$ cat config.mk
export PLATFORM = sky130hd
export DESIGN_NAME = cpu_controller
export DESIGN_NICKNAME = d
export VERILOG_FILES = /design/src/rtl/cpu_pkg.sv /design/src/rtl/cpu_controller.sv
export SDC_FILE = /design/constraint.sdc
export NUM_CORES = 1
export LEC_CHECK = 0
export ABC_CLOCK_PERIOD_IN_PS = 4100
export CAP_MARGIN = 20
export CORE_MARGIN = 8
export CORE_UTILIZATION = 47
export CTS_CLUSTER_SIZE = 28
export DETAILED_ROUTE_END_ITERATION = 8
export PLACE_DENSITY = 0.84
export SYNTH_ARGS = -nofsm -noshare
export SYNTH_HDL_FRONTEND = slang
export SYNTH_SLANG_ARGS = --single-unit
export TNS_END_PERCENT = 1
$ cat constraint.sdc
create_clock -name clk -period 4.1 [get_ports clk]
set_input_delay 0.615 -clock clk [delete_from_list [all_inputs] [get_ports clk]]
set_output_delay 0.615 -clock clk [all_outputs]
set_load 0.02 [all_outputs]
$ cat src/rtl/cpu_pkg.sv
// cpu_pkg: shared encodings for the 16-bit RISC core control path.
//   - Instruction opcode (instr[15:13]) and op (instr[12:11]) values.
//   - nsel one-hot register-field selects and vsel writeback sources.
//   - ctrl_t: the bundle of every strobe the controller drives.
package cpu_pkg;

  // Width needed by the controller state register.
  localparam int unsigned CTRL_STATE_W = 5;

  // opcode field
  localparam logic [2:0] OPC_LDR  = 3'b011;
  localparam logic [2:0] OPC_STR  = 3'b100;
  localparam logic [2:0] OPC_ALU  = 3'b101;
  localparam logic [2:0] OPC_MOV  = 3'b110;
  localparam logic [2:0] OPC_HALT = 3'b111;

  // op field
  localparam logic [1:0] OP_MOV_REG = 2'b00;
  localparam logic [1:0] OP_MOV_IMM = 2'b10;
  localparam logic [1:0] OP_ADD     = 2'b00;
  localparam logic [1:0] OP_CMP     = 2'b01;
  localparam logic [1:0] OP_AND     = 2'b10;
  localparam logic [1:0] OP_MVN     = 2'b11;
  localparam logic [1:0] OP_MEM     = 2'b00;

  // Register-field select: [2]=Rn [1]=Rd [0]=Rm
  localparam logic [2:0] NSEL_NONE = 3'b000;
  localparam logic [2:0] NSEL_RN   = 3'b100;
  localparam logic [2:0] NSEL_RD   = 3'b010;
  localparam logic [2:0] NSEL_RM   = 3'b001;

  // Writeback source
  localparam logic [1:0] VSEL_C     = 2'b00;
  localparam logic [1:0] VSEL_IMM   = 2'b01;
  localparam logic [1:0] VSEL_PC    = 2'b10;
  localparam logic [1:0] VSEL_MDATA = 2'b11;

  typedef struct packed {
    logic [2:0] nsel;
    logic [1:0] vsel;
    logic       loada;
    logic       loadb;
    logic       loadc;
    logic       loads;
    logic       asel;
    logic       bsel;
    logic       write;
    logic       loadir;
    logic       loadpc;
    logic       reset_pc;
    logic       load_addr;
    logic       msel;
    logic       mread;
    logic       mwrite;
    logic       halted;
  } ctrl_t;

endpackage

$ cat src/rtl/cpu_controller.sv
// cpu_controller: Moore control FSM of the 16-bit RISC core. Sequences
// fetch, PC update, decode, execute and writeback for one instruction at
// a time; all outputs are decoded from the registered state only.
//
// Ports
//   clk, reset        rising-edge clock, synchronous active-high reset
//   opcode, op        instr[15:13], instr[12:11] from the decoder
//   nsel, vsel        register-field select (one-hot/zero), writeback source
//   loada..loads      datapath A/B/C/status enables
//   asel, bsel        A forced to 0, B = sximm5
//   write             register-file write enable
//   loadir            latch memory read data into IR
//   loadpc, reset_pc  PC enable; reset_pc selects PC<=0 instead of PC+1
//   load_addr         latch datapath_out[8:0] into data-address register
//   msel, mread, mwrite  memory address select and commands
//   halted            FSM parked in HALT
//
// Build option: CPU_CTRL_HALT_EN adds the HALT state for opcode 111;
// without it opcode 111 is a NOP and halted is constant 0.
module cpu_controller
  import cpu_pkg::*;
#(
  parameter int unsigned STATE_W = CTRL_STATE_W
) (
  input  logic       clk,
  input  logic       reset,
  input  logic [2:0] opcode,
  input  logic [1:0] op,
  output logic [2:0] nsel,
  output logic [1:0] vsel,
  output logic       loada,
  output logic       loadb,
  output logic       loadc,
  output logic       loads,
  output logic       asel,
  output logic       bsel,
  output logic       write,
  output logic       loadir,
  output logic       loadpc,
  output logic       reset_pc,
  output logic       load_addr,
  output logic       msel,
  output logic       mread,
  output logic       mwrite,
  output logic       halted
);

  // The execute step is split into three states (MOV/MVN, ADD/AND, CMP)
  // because their strobes differ and outputs depend on state alone.
  typedef enum logic [STATE_W-1:0] {
    S_RST, S_IF1, S_IF2, S_UPC, S_DEC,
    S_WIMM,
    S_GETA, S_GETB, S_EXMOV, S_EXALU, S_EXCMP, S_WRC,
    S_ADDR, S_LDA, S_MRD, S_MWB,
    S_SGETB, S_SEXE, S_MWR
`ifdef CPU_CTRL_HALT_EN
    , S_HALT
`endif
  } state_e;

  state_e state_q, state_d;
  ctrl_t  ctrl;

  always_ff @(posedge clk) begin
    if (reset) state_q <= S_RST;
    else       state_q <= state_d;
  end

  always_comb begin
    state_d = state_q;
    ctrl    = '0;
    case (state_q)
      S_RST: begin
        ctrl.loadpc   = 1'b1;
        ctrl.reset_pc = 1'b1;
        state_d       = S_IF1;
      end
      S_IF1: begin
        ctrl.mread = 1'b1;
        state_d    = S_IF2;
      end
      S_IF2: begin
        ctrl.mread  = 1'b1;
        ctrl.loadir = 1'b1;
        state_d     = S_UPC;
      end
      S_UPC: begin
        ctrl.loadpc = 1'b1;
        state_d     = S_DEC;
      end
      S_DEC: begin
        case ({opcode, op})
          {OPC_MOV, OP_MOV_IMM}:                 state_d = S_WIMM;
          {OPC_MOV, OP_MOV_REG}, {OPC_ALU, OP_MVN}: state_d = S_GETB;
          {OPC_ALU, OP_ADD}, {OPC_ALU, OP_AND}, {OPC_ALU, OP_CMP},
          {OPC_LDR, OP_MEM}, {OPC_STR, OP_MEM}:  state_d = S_GETA;
          default:                               state_d = S_IF1;
        endcase
`ifdef CPU_CTRL_HALT_EN
        if (opcode == OPC_HALT) state_d = S_HALT;
`endif
      end
      S_WIMM: begin
        ctrl.nsel  = NSEL_RN;
        ctrl.vsel  = VSEL_IMM;
        ctrl.write = 1'b1;
        state_d    = S_IF1;
      end
      S_GETA: begin
        ctrl.nsel  = NSEL_RN;
        ctrl.loada = 1'b1;
        state_d    = (opcode == OPC_LDR || opcode == OPC_STR) ? S_ADDR : S_GETB;
      end
      S_GETB: begin
        ctrl.nsel  = NSEL_RM;
        ctrl.loadb = 1'b1;
        if (opcode == OPC_MOV || op == OP_MVN) state_d = S_EXMOV;
        else if (op == OP_CMP)                 state_d = S_EXCMP;
        else                                   state_d = S_EXALU;
      end
      S_EXMOV: begin
        ctrl.asel  = 1'b1;
        ctrl.loadc = 1'b1;
        state_d    = S_WRC;
      end
      S_EXALU: begin
        ctrl.loadc = 1'b1;
        state_d    = S_WRC;
      end
      S_EXCMP: begin
        ctrl.loads = 1'b1;
        state_d    = S_IF1;
      end
      S_WRC: begin
        ctrl.nsel  = NSEL_RD;
        ctrl.vsel  = VSEL_C;
        ctrl.write = 1'b1;
        state_d    = S_IF1;
      end
      S_ADDR: begin
        ctrl.bsel  = 1'b1;
        ctrl.loadc = 1'b1;
        state_d    = S_LDA;
      end
      S_LDA: begin
        ctrl.load_addr = 1'b1;
        state_d        = (opcode == OPC_STR) ? S_SGETB : S_MRD;
      end
      S_MRD: begin
        ctrl.msel  = 1'b1;
        ctrl.mread = 1'b1;
        state_d    = S_MWB;
      end
      S_MWB: begin
        ctrl.msel  = 1'b1;
        ctrl.mread = 1'b1;
        ctrl.nsel  = NSEL_RD;
        ctrl.vsel  = VSEL_MDATA;
        ctrl.write = 1'b1;
        state_d    = S_IF1;
      end
      S_SGETB: begin
        ctrl.nsel  = NSEL_RD;
        ctrl.loadb = 1'b1;
        state_d    = S_SEXE;
      end
      S_SEXE: begin
        ctrl.asel  = 1'b1;
        ctrl.loadc = 1'b1;
        state_d    = S_MWR;
      end
      S_MWR: begin
        ctrl.msel   = 1'b1;
        ctrl.mwrite = 1'b1;
        state_d     = S_IF1;
      end
`ifdef CPU_CTRL_HALT_EN
      S_HALT: begin
        ctrl.halted = 1'b1;
        state_d     = S_HALT;
      end
`endif
      default: state_d = S_RST;
    endcase
  end

  assign nsel      = ctrl.nsel;
  assign vsel      = ctrl.vsel;
  assign loada     = ctrl.loada;
  assign loadb     = ctrl.loadb;
  assign loadc     = ctrl.loadc;
  assign loads     = ctrl.loads;
  assign asel      = ctrl.asel;
  assign bsel      = ctrl.bsel;
  assign write     = ctrl.write;
  assign loadir    = ctrl.loadir;
  assign loadpc    = ctrl.loadpc;
  assign reset_pc  = ctrl.reset_pc;
  assign load_addr = ctrl.load_addr;
  assign msel      = ctrl.msel;
  assign mread     = ctrl.mread;
  assign mwrite    = ctrl.mwrite;
  assign halted    = ctrl.halted;

endmodule

==> impl_results.md <==
* Status: complete, no violations
* DRC at 0
* Largest net degree at the start of global routing at 22
* CTS max path bufs at 2
* Top cell type's share of synthesized area at 13.4%
* GPL Wtd Cong at 0.842
* CP startpoint kind: flop
* Tcrit/Tclk final at 72.5%
* Dpl cell area at 965 um^2
* Gr ovfl total at 0
* Asr flop ratio synth at 0%
* Layout cell share with drive strength beyond 1 at 10.2%
* Sequential share of the synthesized area at 13.4%
* Fin crit period at 2.97 ns
* WP data arrival at 2.36 ns
* Max reg flops at 5
* Antenna cells at 0
* Port-buffer cells at 25
* Path depth of the worst reg2reg path at 4
* Setup tns final at 0 ns
* Final hold viol count at 0
* Worst vdd ir at 0.000337 V
* Yosys reg bits at 5
* Crit-path cells: nand2b_1, nor4_1, a21o_1, clkdlybuf4s50_1
* Top FF cell, synth: dfxtp_1
* Worst r2r src: state_q[2]
* Clock Sinks at 5
* CTS tree: built
* Chip height at 55.9 um
* RSZ-0062 raised after global routing: no
* Initial Util at 49.8%
* Required @ worst endpoint at 3.48 ns
* DIE AREA at 0.00313 mm^2
* Post-CTS setup buffer count at 0
* Most flops, register: state_q
* CP bufs+invs at 1
* Final setup viols at 0
* Final Skew at 0.00221 ns
* Avg WL per Cell at 14.7 um
* Setup slack, reg-to-reg at 2.19 ns
* Placed Cells at 140
* Slew headroom at 56.8%
* CP max stage cell: dfxtp_1
* Crit path to: msel
* Final Instance Count excl. Fillers at 144
* Post-CTS Resized at 0
* Initial antenna violation count at 0
* Max-cap violations at 0
* Final Slew Violations at 0
* LEAKAGE at 0.000348 uW
* Clock Tree Root: clkbuf_4
* Drt total wl at 2110 um
* Average cell area after synthesis at 6.81 um^2
* Worst setup EP type: output pin
* WP depth at 4
* Largest regs: state_q x5
* # hold bufs at CTS at 0
* DRT antenna net count at 0
* Family with the most delay on the worst path: flip-flops
* TritonRoute pass-1 iters at 4
* Clock latency on the worst-skew pair at 0.23 ns
* Post-synth EDFFs at 0
* Die extent in x at 55.9 um
* Slowest Stage Delay on Critical Path at 0.73 ns
* CTS clk-pin slew, worst paths at 0.04 ns
* First-pass GRT wire length at 3600 um
* DPL Wire Length at 1640 um
* Critical Path Start: state_q[1]
* GRT Util Overall at 13.1%
* Vias per inst at 6.32
* Synth Cell Area at 749 um^2
* Cells after Synth at 110
* Worst Tran Pin Value at 0.648 ns
* Yosys warns at 0
* Crit Path Class: reg -> out
* Power density cells at 223 mW/mm^2
* IO Pins at 27
* Critical path peak fanout at 21
* Cts bufs inserted at 3
* Final #Nets at 136
* Syn_nets at 117
* # H-tree levels at 1
* Synth top area cells: dfxtp_1 13%, a21oi_1 6.0%, nor3_1 6.0%
* # rows at 14
* Initial DRC Count at 40
* Vias in the first global route at 778
* Core footprint at 0.00151 mm^2
* Min-delay worst type: reg -> reg
* Design area at 991 um^2
* Area Overhead vs Synth at 32.2%
* Unique masters post-synth at 43
* DR vias at 910
* F_max at 336 MHz
* Reg-to-Reg End: state_q[1]
* Dominant cell type by area after synthesis: dfxtp_1
cells in the final DEF (no fill, tap or decap), types with 2 or more instances in the layout:
master / synthesis / layout
clkdlybuf4s50_1: 0 / 25
nor2_1: 11 / 11
nor3_1: 9 / 9
a21oi_1: 9 / 9
nand2_1: 6 / 6
nand2b_1: 5 / 5
dfxtp_1: 5 / 5
a21o_1: 4 / 4
a31oi_1: 4 / 4
o21ai_0: 4 / 4
nor4_1: 3 / 3
clkbuf_4: 0 / 3
nand3b_1: 2 / 2
or3b_2: 2 / 2
inv_1: 2 / 2
xor2_1: 2 / 2
o22ai_1: 2 / 2
nor2b_1: 2 / 2
a22oi_1: 2 / 2
nor3b_1: 2 / 2
and3b_2: 2 / 2
o2111ai_1: 2 / 2
o311ai_1: 2 / 2
cell usage after synthesis (3+ instances only):
| cell type | instances |
|---|---|
| a21o_1 | 4 |
| a21oi_1 | 9 |
| a31oi_1 | 4 |
| buf_1 | 3 |
| clkbuf_1 | 4 |
| dfxtp_1 | 5 |
| nand2_1 | 6 |
| nand2b_1 | 5 |
| nor2_1 | 11 |
| nor3_1 | 9 |
| nor4_1 | 3 |
| o21ai_0 | 4 |
worst reg2reg max path: cells and delay by family (launching register included):
kind	cells	cell delay, ns
compound gates	2	0.26
flops	1	0.67
simple gates	2	0.90
cell type report:
| type | count | area [um^2] |
|---|---|---|
| Multi-Input combinational cell | 92 | 587 |
| Fill cell | 144 | 515 |
| Timing Repair Buffer | 25 | 250 |
| Sequential cell | 5 | 100 |
| Clock buffer | 4 | 26.3 |
| Tap cell | 16 | 20.0 |
| Inverter | 2 | 7.51 |
through the flow:
| stage | hold slack, ns | util [%] | setup WS (ns) | total power, uW |
|---|---|---|---|---|
| after floorplan | 0.605 | - | 1.80 | 132 |
| after global placement | 0.731 | 64.0 | 1.49 | 165 |
| after detailed placement | 0.730 | 64.0 | 1.42 | 167 |
| after CTS | 0.735 | 65.8 | 1.15 | 224 |
| after global routing | 0.795 | 65.8 | 0.876 | 240 |
| final | 0.739 | 65.8 | 1.13 | 221 |
cells by family after synthesis:
group / share of synthesized area (%)
other: 0.500
flip-flops: 13.4
AND/OR/NAND/NOR: 42.9
XOR/XNOR: 2.34
buffers and inverters: 8.35
AO/OA/AOI/OAI: 32.6
how the worst min path moves through the flow:
stage | start | end | slack, ns | cells past startpoint
6_report | state_q[4] | state_q[2] | 0.74 | 1
3_3_place_gp | state_q[4] | state_q[2] | 0.73 | 1
2_1_floorplan | state_q[4] | state_q[0] | 0.60 | 2
4_1_cts | state_q[4] | state_q[2] | 0.74 | 1
3_5_place_dp | state_q[4] | state_q[2] | 0.73 | 1
5_1_grt | state_q[4] | state_q[2] | 0.79 | 1
metal layers:
metal / wire, um / GRT usage, % / up-vias / part of all wire [%]
met2: 925 / 17.9 / 53 / 44
met3: 263 / 7.53 / 2 / 12
met1: 908 / 16.5 / 405 / 43
li1: - / - / 450 / -
met5: 0 / 0 / - / 0
met4: 17 / 4.47 / 0 / 0.80
where the power goes:
part	switching [uW]	total [uW]	internal (uW)
Clock	17.1	53.7	36.6
Sequential	18.3	70.9	52.6
Combinational	49.8	95.9	46.0
Note: power is estimated with default switching activity, not from simulation.
